===== config.mk =====
export PLATFORM = sky130hd
export DESIGN_NAME = param_register_file_flat
export DESIGN_NICKNAME = d
export VERILOG_FILES = /design/src/rtl/param_register_file_if.sv /design/src/rtl/param_register_file.sv /design/src/flat_wrapper.sv
export SDC_FILE = /design/constraint.sdc
export NUM_CORES = 1
export LEC_CHECK = 0
export ABC_AREA = 1
export BUFFER_PORTS_ARGS = -buffer_cell sky130_fd_sc_hd__buf_2
export CAP_MARGIN = 20
export CORE_AREA = 2 2 96 98
export CTS_CLUSTER_DIAMETER = 120
export DETAILED_ROUTE_END_ITERATION = 8
export DIE_AREA = 0 0 98 100
export GPL_ROUTABILITY_DRIVEN = 0
export PLACE_DENSITY = 0.78
export SLEW_MARGIN = 20
export SYNTH_ARGS = -nofsm -noshare
export SYNTH_HDL_FRONTEND = slang
export SYNTH_SLANG_ARGS = --single-unit

===== constraint.sdc =====
create_clock -name clk -period 2.09 [get_ports clk]
set_input_delay 0 -clock clk [delete_from_list [all_inputs] [get_ports clk]]
set_output_delay 0 -clock clk [all_outputs]
set_load 0.05 [all_outputs]

===== src/rtl/param_register_file_if.sv =====
// Write/read bus of param_register_file: one write port, two read ports, decoded write strobes.
// Pure signal bundle, no logic; the design side uses the slave modport.
// No flow control: every read request and write is accepted in the cycle it is presented.
interface param_register_file_if #(
    parameter int DATA_WIDTH = 8,
    parameter int ADDR_WIDTH = 3
);
    localparam int DEPTH = 2 ** ADDR_WIDTH;

    logic                  we;
    logic [ADDR_WIDTH-1:0] Addr;
    logic [DATA_WIDTH-1:0] wData;
    logic                  reA;
    logic                  reB;
    logic [ADDR_WIDTH-1:0] rAddrA;
    logic [ADDR_WIDTH-1:0] rAddrB;
    logic [DATA_WIDTH-1:0] rDataA;
    logic [DATA_WIDTH-1:0] rDataB;
    logic                  rValidA;
    logic                  rValidB;
    logic [DEPTH-1:0]      to_reg;

    modport master (
        output we, Addr, wData, reA, reB, rAddrA, rAddrB,
        input  rDataA, rDataB, rValidA, rValidB, to_reg
    );

    modport slave (
        input  we, Addr, wData, reA, reB, rAddrA, rAddrB,
        output rDataA, rDataB, rValidA, rValidB, to_reg
    );
endinterface


===== src/rtl/param_register_file.sv =====
// Register file, 1 write + 2 registered read ports with write-first bypass; REG0_ZERO_EN ties register 0 to zero.
// Latency: write visible next edge (same edge via bypass); read data/valid 1 cycle after the sampling edge.
// Backpressure: none; reads and writes are always accepted, rValid strobes mark each returned word.
module param_register_file #(
    parameter int DATA_WIDTH = 8,
    parameter int ADDR_WIDTH = 3
) (
    input  logic                 clk,
    input  logic                 reset,
    param_register_file_if.slave bus
);
    localparam int DEPTH = 2 ** ADDR_WIDTH;

    logic [DATA_WIDTH-1:0] regs [DEPTH];
    logic [DEPTH-1:0]      dec;

    // The decoded strobe doubles as the bypass condition, so a suppressed
    // register-0 write also suppresses the register-0 bypass.
    always_comb begin
        dec = '0;
        for (int i = 0; i < DEPTH; i++) begin
            dec[i] = bus.we && (bus.Addr == ADDR_WIDTH'(i));
        end
`ifdef REG0_ZERO_EN
        dec[0] = 1'b0;
`endif
    end

    assign bus.to_reg = dec;

    always_ff @(posedge clk or posedge reset) begin
        if (reset) begin
            for (int i = 0; i < DEPTH; i++) begin
                regs[i] <= '0;
            end
        end else begin
            for (int i = 0; i < DEPTH; i++) begin
                if (dec[i]) begin
                    regs[i] <= bus.wData;
                end
            end
        end
    end

    always_ff @(posedge clk or posedge reset) begin
        if (reset) begin
            bus.rDataA  <= '0;
            bus.rValidA <= 1'b0;
        end else begin
            bus.rValidA <= bus.reA;
            if (bus.reA) begin
                bus.rDataA <= dec[bus.rAddrA] ? bus.wData : regs[bus.rAddrA];
            end
        end
    end

    always_ff @(posedge clk or posedge reset) begin
        if (reset) begin
            bus.rDataB  <= '0;
            bus.rValidB <= 1'b0;
        end else begin
            bus.rValidB <= bus.reB;
            if (bus.reB) begin
                bus.rDataB <= dec[bus.rAddrB] ? bus.wData : regs[bus.rAddrB];
            end
        end
    end
endmodule


===== src/flat_wrapper.sv =====
// flat-port wrapper written by rule: the top's interface ports become plain ports
module param_register_file_flat 
#(
    parameter int DATA_WIDTH = 8,
    parameter int ADDR_WIDTH = 3
)
  (clk, reset, bus_we, bus_Addr, bus_wData, bus_reA, bus_reB, bus_rAddrA, bus_rAddrB, bus_rDataA, bus_rDataB, bus_rValidA, bus_rValidB, bus_to_reg);
  param_register_file_if #(.DATA_WIDTH(DATA_WIDTH), .ADDR_WIDTH(ADDR_WIDTH)) bus_i ();
  input  logic clk;
  input  logic reset;
  input wire logic [$bits(bus_i.we)-1:0] bus_we;
  input wire logic [$bits(bus_i.Addr)-1:0] bus_Addr;
  input wire logic [$bits(bus_i.wData)-1:0] bus_wData;
  input wire logic [$bits(bus_i.reA)-1:0] bus_reA;
  input wire logic [$bits(bus_i.reB)-1:0] bus_reB;
  input wire logic [$bits(bus_i.rAddrA)-1:0] bus_rAddrA;
  input wire logic [$bits(bus_i.rAddrB)-1:0] bus_rAddrB;
  output wire logic [$bits(bus_i.rDataA)-1:0] bus_rDataA;
  output wire logic [$bits(bus_i.rDataB)-1:0] bus_rDataB;
  output wire logic [$bits(bus_i.rValidA)-1:0] bus_rValidA;
  output wire logic [$bits(bus_i.rValidB)-1:0] bus_rValidB;
  output wire logic [$bits(bus_i.to_reg)-1:0] bus_to_reg;
  assign bus_i.we = bus_we;
  assign bus_i.Addr = bus_Addr;
  assign bus_i.wData = bus_wData;
  assign bus_i.reA = bus_reA;
  assign bus_i.reB = bus_reB;
  assign bus_i.rAddrA = bus_rAddrA;
  assign bus_i.rAddrB = bus_rAddrB;
  assign bus_rDataA = bus_i.rDataA;
  assign bus_rDataB = bus_i.rDataB;
  assign bus_rValidA = bus_i.rValidA;
  assign bus_rValidB = bus_i.rValidB;
  assign bus_to_reg = bus_i.to_reg;
  param_register_file #(.DATA_WIDTH(DATA_WIDTH), .ADDR_WIDTH(ADDR_WIDTH)) u_core (.clk(clk), .reset(reset), .bus(bus_i));
endmodule

Word-level counts from Yosys, hierarchy flattened:

Index checks and enable logic that the tools add are counted.

* memory bits (writable): 0
* latch bits: 0
* register bits after elaboration: 82
* ROM bits: 0
* input bits: 22
* memories: 0

* equality and inequality tests: 7
* bitwise operators: 2
* shift-type cells: 0
* reductions and logical operators: 9
* add/sub/neg operators: 0
* div/mod/pow operators: 0
* $lt $le $gt $ge: 4
* multiplexer cells: 12
* multiply operators: 0

Operator list (count)
* $bmux 8 s3: 2
* $mux 8: 6
* $eq 3x3->1 const B: 4
* $ge 4x4->1 const B: 2
* $logic_and 1x1->1: 8
* $lt 3x4->1 const B: 2
* $not 3->4: 2
* $bmux 1 s3: 2
* $eq 3x2->1 const B: 2
* $eq 3x1->1 const B: 1
* $logic_not 3->1: 1
* $mux 1: 2

Logic depth before layout (Yosys ltp):

Gate-level depths: netlist of run 1.

* word-level depth: 5
* mapped depth: 10
* mapped depth without buffers: 10

Worst setup path after synthesis of run 1:

Ideal clock, no wire load.

* kind: input to register
* start: in bus_rAddrA[1]
* end: reg u_core.bus.rDataA[1]
* path slack: 1.114 ns
* path buffers: 2
* data required time: 1.972 ns
* arrival time: 0.858 ns
* setup time: 0.118 ns
* stages on the path: 9
* path through: buf_4 -> inv_2 -> buf_2 -> nand3_1 -> nand3_1 -> o21a_1 -> nand2_1 -> nand3_1 -> nand2_1

* longest elaborated chain between the ends: 5
* elaborated cells on any way between the ends: 7
* classes of those cells: mux (6); bitwise (1)

Ends and longest elaborated chain
* start, declared: line flat_wrapper.sv:16 `input wire logic [$bits(bus_i.rAddrA)-1:0] bus_rAddrA;`
* $not 3->4 (not written as such): line param_register_file.sv:52 `bus.rDataA <= dec[bus.rAddrA] ? bus.wData : regs[bus.rAddrA];`
* $bmux 8 s3: line param_register_file.sv:52
* $mux 8 (not written as such) (2 in series): line param_register_file.sv:52
* $mux 8 *: line param_register_file.sv:52
* end signal, assigned: line param_register_file.sv:52
* end, declared: line param_register_file_if.sv:30 `output rDataA, rDataB, rValidA, rValidB, to_reg`

Every way passes the cells marked *; elsewhere a longest branch is shown, timed or not. The select of a mux whose other input is x is not followed.
A chain may end at the register's enable or synchronous reset.

Worst setup path after layout of run 1:

* start: reg u_core.regs[57] in the netlist's numbering
* end: reg u_core.bus.rDataB[1]

* longest elaborated chain between the ends: 4

Ends and longest elaborated chain
* start, declared: line param_register_file.sv:14 `logic [DATA_WIDTH-1:0] regs [DEPTH];`
* start signal, assigned by index: line param_register_file.sv:39 `regs[i] <= bus.wData;`
* $bmux 8 s3: line param_register_file.sv:64 `bus.rDataB <= dec[bus.rAddrB] ? bus.wData : regs[bus.rAddrB];`
* $mux 8 (not written as such) (2 in series): line param_register_file.sv:64
* $mux 8: line param_register_file.sv:64
* end signal, assigned: line param_register_file.sv:64
* end, declared: line param_register_file_if.sv:30

Every way passes these cells. The select of a mux whose other input is x is not followed.

==> results of run 1 <==
per-stage QoR:
stage | utilization [%] | hold WS, ns
after global routing | 57.4 | 0.129
after detailed placement | 54.6 | 0.215
after global placement | 54.6 | 0.200
final | 57.4 | 0.129
after floorplan | - | 0.0314
after CTS | 57.4 | 0.122
layout by cell type, fill, tap and decap left out:
| cell type | n |
|---|---|
| nand2_4 | 2 |
| o21a_1 | 16 |
| nand3_2 | 4 |
| nor2_4 | 1 |
| clkbuf_8 | 10 |
| clkbuf_1 | 1 |
| bufinv_16 | 2 |
| nand3_1 | 118 |
| nor2_1 | 1 |
| dlygate4sd3_1 | 3 |
| inv_2 | 5 |
| o21ai_0 | 64 |
| nand3_4 | 2 |
| clkinv_2 | 2 |
| nand2_2 | 8 |
| buf_4 | 8 |
| inv_1 | 22 |
| buf_2 | 47 |
| nand2_1 | 274 |
| dfrtp_1 | 82 |
| clkinvlp_4 | 2 |
| buf_12 | 1 |
| nor2_2 | 2 |
| clkinv_1 | 2 |
critical path, delay by kind of cell, from the launching register on:
kind / cells / cell delay [ns]
AO/OA/AOI/OAI: 1 / 0.21
flip-flops: 1 / 0.40
AND/OR/NAND/NOR: 6 / 0.51
sequential cells by signal, indices dropped and copies added (netlist names):
signal / cells
u_core.regs: 64
u_core.bus.rDataA: 8
u_core.bus.rDataB: 8
u_core.bus.rValidA: 1
u_core.bus.rValidB: 1
layer usage:
metal	GRT usage [%]	vias up	wire [um]
met5	0	-	0
met4	15.4	0	593
met3	5.85	59	1300
met2	45.5	302	6220
met1	38.3	2111	5560
li1	-	2141	-
cell families after synthesis:
group | after synthesis
flops | 82
buf+inv | 62
simple gates | 412
compound gates | 80
final timing paths:
path | slack (ns) | cells past startpoint | end
max | 0.85 | 7 | u_core.bus.rDataB[1]
min | 0.13 | 3 | u_core.regs[36]
max reg2reg | 0.85 | 7 | u_core.bus.rDataB[1]
min reg2reg | 0.48 | 2 | u_core.bus.rDataA[0]
max in group asynchronous | 1.08 | 4 | u_core.regs[3]
min in group asynchronous | 0.35 | 3 | u_core.regs[42]
area by class of cell:
type,count,area (um2)
Fill cell,816,3780
Sequential cell,82,2050
Clock inverter,5,77.6
Multi-Input combinational cell,492,2230
Inverter,30,116
Timing Repair Buffer,59,345
Clock buffer,11,141
Tap cell,111,139
power groups by stage:
stage                     Clock [W]  Sequential (W)  Combinational, W
after detailed placement          0         0.00211           0.00113
after CTS                   0.00130         0.00209           0.00114
after global routing        0.00137         0.00213           0.00128
after global placement            0         0.00210           0.00110
final                       0.00130         0.00210           0.00116
after floorplan                   0         0.00223          0.000687
==> results.md, run 1 <==
- Power share of the sequential group: 46.1%
- Largest net degree at the start of global routing: 41
- Post-Synthesis Cells: between 600 and 700
- CP endpoint kind: flip-flop
- Syn avg cell area: 7.16 um2
- Mux contribution to synthesized area: 0%
- Clk_skew: 0.00798 ns
- PostCTS Resize Cnt: 0
- CP cell instances: nand2_1 > nand3_1 > nand3_1 > o21a_1 > nand2_1 > nand3_1 > nand2_1
- Post-synth top cells: 274 x nand2_1, 118 x nand3_1, 82 x dfrtp_1
- Synth top area cells: dfrtp_1 45%, nand2_1 23%, nand3_1 13%, o21ai_0 7.0%, o21a_1 2.6%
- Slew headroom: 42.4%
- TNS Setup: 0 ns
- Dpl cell area: roughly 4900 um2
- Max stage delay on crit path: 0.40 ns
- Combinational family with the most area after synthesis: simple AND/OR/NAND/NOR gates
- Vias in the first global route: 4318
- Register area share after synthesis: 45.0%
- IO Count: 48
- Total Power: 0.00455 W
- Setup slack after placement: 0.561 ns
- RSZ-0062 raised after global routing: no
- Via Count: 4613
- Clock network power share: approximately 28%
- Post-Synth Adder-Cell Area: 0%
- Net count, final: 696
- Internal power: 0.00294 W
- Initial antenna violation count: 0
- Final worst-path setup slack: 0.852 ns
- Sw Share: roughly 35%
- Gr ovfl total: 0
- H-tree depth: 3
- Final period util: 59.2%
- Leading area contributor after synthesis: dfrtp_1
- Max Fanout on Critical Path: 3
- Synth cell types: 18
- IO Port Bufs: 47
- DRT Pass-1 Iters: 6
- Tmin final: 1.24 ns
- Design area: 5110 um2
- Critical path arrival: 1.50 ns
- Peak Freq: 808 MHz
- Simple-gate share of the synthesized area: 39.4%
- Synthesized Nets: roughly 660
- Synth Cell Area: approximately 4600 um2
- DRC: 0
- First-pass GRT wire length: 22.3 mm
- Post-DP HPWL: 8.96 mm
- Setup Fix Bufs, Post-CTS: 0
- Final setup fails: 0
- Row count: 35
- CTS tree: built
- Max Cap Viol: 0
- HP Class: in2reg
- Yosys reg bits: 82
- Clock-pin slew on the worst setup and hold paths: 0.09 ns
- CP max-delay cell: dfrtp_1
- Final Slew Violations: 0
- Comb power frac: about 25%
- # hold bufs at CTS: 3
- Post-synth EDFFs: 0
- NetSw: 0.00161 W
- DRT Wirelength: 13.7 mm
- Vias per std cell: 5.84
- Number of diodes: 0
- Top-area cell type share of the netlist area: 45.0%
- WL per Instance: 17.3 um
- Crit path from: u_core.regs[57]
- Compound-Gate Fraction of Synth Area: 9.67%
- Post-route insts no fill: 790
- CTS Root Cell: clkbuf_8
- Crit path launch type: flip-flop
- Worst-Margin Slew: between 0.8 and 0.9 ns
- Starting DRC count in detailed routing: 532
- Most common cell in the synthesized netlist: nand2_1
- Run status: complete, no violations
- VDD IR max: 0.369 mV
- Worst EP required: approximately 2.4 ns
- Share of layout cells above drive strength 1: ~14%
- Cell count after placement: 771
- Clock Tree Buf Depth: 2
- Launching point of the worst reg2reg path: u_core.regs[57]
- Die area: approximately 9800 um2
- Initial Util: between 50% and 60%
- Pwr/cell area: 891 nW/um2
- Synth async-reset ratio: 100%
- Clock sinks: 82
- Die W: 98 um
- Critical path class: reg2reg
- Hold Startpoint: bus_wData[4]
- Layout area overhead: 12.1%
- Num CTS Buffers: 9
- P_leak: roughly 2.6 nW
- Final Hold Viols: 0
- All-layer global routing usage: roughly 29%
- Top_reg_cell synth: dfrtp_1
- Post-Synth XOR/XNOR Area: 0%
- Core Area: 8890 um2
- Total number of yosys warnings: 0
- Routed Antenna Nets: 0
- Die Span Y: roughly 100 um
- Clock latency at the later pin of the worst-skew pair: 0.37 ns
No activity file was read; power rests on OpenSTA's default activity.
==> run 2: changes to the inputs <==
Settings changed: CORE_AREA 2 2 96 98 to 2 2 95 97, DIE_AREA 0 0 98 100 to 0 0 97 99, PLACE_DENSITY 0.78 to 0.76.
Clock period 2.09 ns to 1.2 ns, I/O delays scaled along.
==> results.md, run 2 (synthesized netlist as in run 1, its figures left out) <==
- Run status: complete, no violations
- Max Fanout on Critical Path: 3 (unchanged)
- CP endpoint kind: flip-flop
- Filler cell count: 768 (-5.9%)
- DRT Pass-1 Iters: 8 (+2)
- Slew headroom: 69.5% (+27 points)
- Max reg flops: 64 (unchanged)
- Die area: 9600 um2 (-2.0%)
- Commonest non-fill, non-tap cell in the layout: nand2_1
- CP cell instances: nand2_1 > nand3_1 > nand3_1 > o21a_1 > nand2_1 > nand3_2 > nand2_1
- Post-route insts no fill: 819 (+3.7%)
- Num CTS Buffers: 9 (unchanged)
- Die Span Y: 99 um (-1.0%)
- Footprint of the multi-input gates: 2290 um2 (+2.5%)
- Crit path launch type: flip-flop
- Clock latency at the later pin of the worst-skew pair: 0.36 ns (about the same)
- Critical path arrival: 1.41 ns (-0.09 ns)
- Worst EP required: 1.45 ns (-0.91 ns)
- WL per Instance: 17.1 um (-1.2%)
- Critical path class: reg2reg
- Final Hold Viols: 0 (unchanged)
- Clk_skew: 0.0120 ns (+0.00399 ns)
- Cell count after placement: 794 (+3.0%)
- RSZ-0062 raised after global routing: yes
- Starting DRC count in detailed routing: 526 (-1.1%)
- Vias per std cell: 5.89 (+0.85%)
- Final worst-path setup slack: 0.0341 ns (-0.818 ns)
- Core Area: 8550 um2 (-3.8%)
- Peak Freq: 858 MHz (+6.2%)
- FF/Latch Area: 2050 um2 (unchanged)
- Max stage delay on crit path: 0.41 ns (about the same)
- Die W: 97 um (-1.0%)
- Setup slack after placement: -0.0817 ns (-0.643 ns)
- Worst R2R Setup Slack: 0.03 ns (-0.82 ns)
- Hold depth: 5 (+2)
- Pwr/cell area: 1510 nW/um2 (+69%)
- Final setup fails: 0 (unchanged)
- Layout area overhead: 19.6%
- Row count: 34 (-2.9%)
- Largest Register: u_core.regs
- Clock Tree Buf Depth: 2 (unchanged)
- Final period util: 97.2% (+38 points)
- Max Cap Viol: 0 (unchanged)
- Post-DP HPWL: 9.53 mm (+6.4%)
- Via Count: 4823 (+4.6%)
- Most frequent cells in the layout: 272 x nand2_1, 108 x nand3_1, 82 x dfrtp_1
- Clock sinks: 82 (unchanged)
- Reg2reg path depth: 7 (unchanged)
- HP Class: in2reg
- P_leak: 2.83 nW (+7.2%)
- CTS tree: built
- CTS Root Cell: clkbuf_8
- Initial antenna violation count: 0 (unchanged)
- IO Port Bufs: 47 (unchanged)
- IO Count: 48 (unchanged)
- Largest net degree at the start of global routing: 83 (+100%)
- Final Slew Violations: 0 (unchanged)
- Top Registers: u_core.regs: 64 flops, u_core.bus.rDataA: 8 flops, u_core.bus.rDataB: 8 flops
- DRC: 0 (unchanged)
- Tmin final: 1.17 ns (-0.0722 ns)
- CP max-delay cell: dfrtp_1
- VDD IR max: 0.829 mV (+120%)
- Most common cell type on the critical path: nand2_1
- Routed Antenna Nets: 0 (unchanged)
- Vias in the first global route: 4383 (+1.5%)
- Worst-Margin Slew: 0.457 ns (-0.405 ns)
- All-layer global routing usage: 29.3% (+0.23 points)
- Initial Util: 53.3% (+2.0 points)
- DRT Wirelength: 14.0 mm (+2.5%)
- Gr ovfl total: 0 (unchanged)
- Clock-pin slew on the worst setup and hold paths: 0.08 ns (about the same)
- H-tree depth: 3 (unchanged)
- Net count, final: 728 (+4.6%)
- Number of diodes: 0 (unchanged)
- Share of layout cells above drive strength 1: 19.7% (+5.6 points)
- First-pass GRT wire length: 22.3 mm (about the same)
==> run 2: cell count changes in the layout (fill, tap and decap cells not counted), sizes merged <==
cell,delta
bufinv,+1
clkinv,+1
clkinvlp,-1
buf,+32
clkbuf,-1
==> run 2: power breakdown <==
part | switching [W] | leakage [nW] | internal, W | total (W)
Clock | 0.00100 | 0.120 | 0.00137 | 0.00238
Combinational | 0.00141 | 1.69 | 0.000758 | 0.00217
Sequential | 0.000421 | 1.02 | 0.00325 | 0.00367
Total | 0.00284 | 2.83 | 0.00538 | 0.00822
==> run 2: cell type report <==
class	instances	share of cell area, %
Clock buffer	10	2.34
Clock inverter	6	1.93
Inverter	30	2.14
Multi-Input combinational cell	492	42.0
Sequential cell	82	37.7
Tap cell	108	2.48
Timing Repair Buffer	91	11.4
==> run 2: critical path: cells and delay by family (launching register included) <==
family,cells,cell delay (ns)
DFF,1,0.41
AOI/OAI and AO/OA,1,0.18
and+or+nand+nor,6,0.47
==> run 2: repair_timing <==
action                                  CTS  global route
hold buffers                              3             0
gates resized for setup                   0            12
setup buffers                             0             6
endpoints found under the setup margin    0             9
endpoints found under the hold margin    97             0
==> run 2: per-layer routing <==
metal  track usage [%]  wire [um]  part of all wire (%)  up-vias
met3              5.39       1330                   9.5       57
met4              11.9        537                   3.8        0
met2              46.2       6380                    45      302
met5                 0          0                     0        -
li1                  -          -                     -     2208
met1              40.2       5780                    41     2256
==> run 2: worst paths after layout <==
| path | start | to |
|---|---|---|
| max | u_core.regs[49] | u_core.bus.rDataA[1] |
| min | bus_Addr[1] | u_core.regs[22] |
| max reg2reg | u_core.regs[49] | u_core.bus.rDataA[1] |
| min reg2reg | u_core.bus.rDataA[7] | u_core.bus.rDataA[7] |
| max in group asynchronous | reset | u_core.regs[32] |
| min in group asynchronous | reset | u_core.regs[46] |
==> run 2: through the flow <==
step	hold WS (ns)	power [W]	util (%)	instance area, um2	setup TNS (ns)
2_1_floorplan	0.0314	0.00509	-	4560	0
3_3_place_gp	0.152	0.00567	59.5	5090	-0.327
3_5_place_dp	0.159	0.00573	59.5	5090	-0.888
4_1_cts	0.0801	0.00810	62.6	5350	0
5_1_grt	0.142	0.00863	63.7	5450	-0.0663
6_report	0.0922	0.00822	63.7	5450	0
==> run 3: changes to the inputs <==
Settings changed: CORE_AREA 2 2 95 97 to 2 2 112 82, DIE_AREA 0 0 97 99 to 0 0 114 84, PLACE_DENSITY 0.76 to 0.77.
==> results.md, run 3 (synthesized netlist as in run 1, its figures left out) <==
- Footprint of the multi-input gates: 2290 um2 (+0.22%)
- Crit path launch type: flip-flop
- Worst EP required: 1.43 ns (-0.02 ns)
- FF/Latch Area: 2050 um2 (unchanged)
- IO Count: 48 (unchanged)
- Num CTS Buffers: 9 (unchanged)
- Vias in the first global route: 4396 (+0.30%)
- Dpl cell area: 5040 um2 (-0.98%)
- WL per Instance: 17.2 um (+0.54%)
- Pwr/cell area: 1630 nW/um2 (+8.0%)
- Clk_skew: 0.00545 ns (-0.00652 ns)
- CTS Root Cell: clkbuf_16
- Initial Util: 52.8% (-0.53 points)
- Die area: 9580 um2 (-0.28%)
- Net count, final: 716 (-1.6%)
- VDD IR max: 0.988 mV (+19%)
- Clock latency at the later pin of the worst-skew pair: 0.34 ns (-0.02 ns)
- Starting DRC count in detailed routing: 494 (-6.1%)
- Largest net degree at the start of global routing: 83 (unchanged)
- Slew headroom: 67.1% (-2.4 points)
- Row count: 29 (-15%)
- Clock Tree Buf Depth: 2 (unchanged)
- RSZ-0062 raised after global routing: yes
- Layout area overhead: 20.5%
- Run status: finished with violations
- Tmin final: 1.20 ns (+0.0347 ns)
- Final setup fails: 1 (+1)
- Via Count: 4686 (-2.8%)
- Critical path class: reg2reg
- Initial antenna violation count: 0 (unchanged)
- Final worst-path setup slack: -0.000688 ns (-0.0347 ns)
- Number of diodes: 0 (unchanged)
- Routed Antenna Nets: 0 (unchanged)
- Most frequent cells in the layout: 266 x nand2_1, 110 x nand3_1, 82 x dfrtp_1
- Peak Freq: 833 MHz (-2.9%)
- Failing checks: negative setup slack
- P_leak: 2.83 nW (-0.20%)
- Commonest non-fill, non-tap cell in the layout: nand2_1
- HP Class: in2reg
- Post-DP HPWL: 9.49 mm (-0.48%)
- H-tree depth: 3 (unchanged)
- Final Slew Violations: 0 (unchanged)
- Share of layout cells above drive strength 1: 18.8% (-0.92 points)
- DRT Wirelength: 13.9 mm (-1.1%)
- Largest Register: u_core.regs
- CTS tree: built
- Top Registers: u_core.regs: 64 flops, u_core.bus.rDataA: 8 flops, u_core.bus.rDataB: 8 flops
- Filler cell count: 770 (+0.26%)
- Final Hold Viols: 0 (unchanged)
- Total Power: 0.00894 W (+8.8%)
- CP endpoint kind: flip-flop
- DRT Pass-1 Iters: 5 (-3)
- Gr ovfl total: 0 (unchanged)
- Clock-pin slew on the worst setup and hold paths: 0.06 ns (-0.02 ns)
- Core Area: 8640 um2 (+1.0%)
- Die W: 114 um (+18%)
- Max Fanout on Critical Path: 3 (unchanged)
- Clock sinks: 82 (unchanged)
- Design area: 5490 um2 (+0.73%)
- Worst-Margin Slew: 0.492 ns (+0.0353 ns)
- Vias per std cell: 5.81 (-1.3%)
- Max Cap Viol: 0 (unchanged)
- IO Port Bufs: 47 (unchanged)
- Critical path arrival: 1.43 ns (+0.02 ns)
- First-pass GRT wire length: 22.8 mm (+2.5%)
- All-layer global routing usage: 30.8% (+1.5 points)
- Max reg flops: 64 (unchanged)
- Final period util: 100% (+2.9 points)
- Die Span Y: 84 um (-15%)
- DRC: 0 (unchanged)
run 3: changes by cell type in the layout (fill, tap and decap cells not counted), sizes merged:
cell    previous run  this run
buf               88        76
clkinv             5         4
run 3: repair_timing:
action                                 4_1_cts  5_1_grt
setup endpoints to repair                    0       14
resized for setup                            0       16
endpoints found under the hold margin       92        0
setup buffers                                0        4
hold buffers                                 3        0
run 3: path summary, 6_finish.rpt:
kind / from / cells past startpoint / endpoint / slack (ns)
worst max-delay path: u_core.regs[62] / 7 / u_core.bus.rDataA[6] / -0.0007
worst min-delay path: bus_wData[1] / 3 / u_core.regs[41] / 0.15
worst max register to register: u_core.regs[62] / 7 / u_core.bus.rDataA[6] / -0.0007
worst min register to register: u_core.bus.rDataA[0] / 2 / u_core.bus.rDataA[0] / 0.47
max in group asynchronous: reset / 4 / u_core.bus.rDataB[5] / 0.54
min in group asynchronous: reset / 4 / u_core.regs[16] / 0.31
run 3: final cells by class:
cell class,count,share of cell area (%)
repair buffers,79,10.2
well taps,108,2.46
multi-input cells,492,41.8
clock buffers,10,4.17
flip-flops and latches,82,37.4
inverters,30,2.12
clock inverters,5,1.89
run 3: per-layer routing:
| metal | vias up | share of wire (%) | global-route usage, % |
|---|---|---|---|
| li1 | 2175 | - | - |
| met1 | 2222 | 44 | 45.0 |
| met2 | 268 | 43 | 45.2 |
| met3 | 21 | 11 | 8.42 |
| met4 | 0 | 1.4 | 7.87 |
| met5 | - | 0 | 0 |
run 3: per-stage QoR:
step,hold slack (ns),worst slack (ns),TNS [ns],std cells,util [%]
2_1_floorplan,0.0314,0.224,0,636,-
3_3_place_gp,0.148,-0.0209,-0.0353,784,58.3
3_5_place_dp,0.156,-0.0701,-0.166,784,58.3
4_1_cts,0.148,0.0394,0,802,62.5
5_1_grt,0.177,-0.0279,-0.0364,806,63.6
6_report,0.152,-0.000688,-0.000688,806,63.6
run 3: worst max-delay path: stages (launching register included):
cell and delay (ns):
dfrtp_1 0.41, nand2_1 0.08, nand3_1 0.10, nand3_1 0.15, o21a_1 0.14, nand2_1 0.06, nand3_1 0.09, nand2_1 0.06
run 3: power breakdown:
part	switching (W)	leakage, nW	internal, W	total, W
combinational	0.00142	1.64	0.000738	0.00216
sequential	0.000426	1.02	0.00326	0.00369
clock	0.00108	0.163	0.00202	0.00310
total	0.00293	2.83	0.00602	0.00894
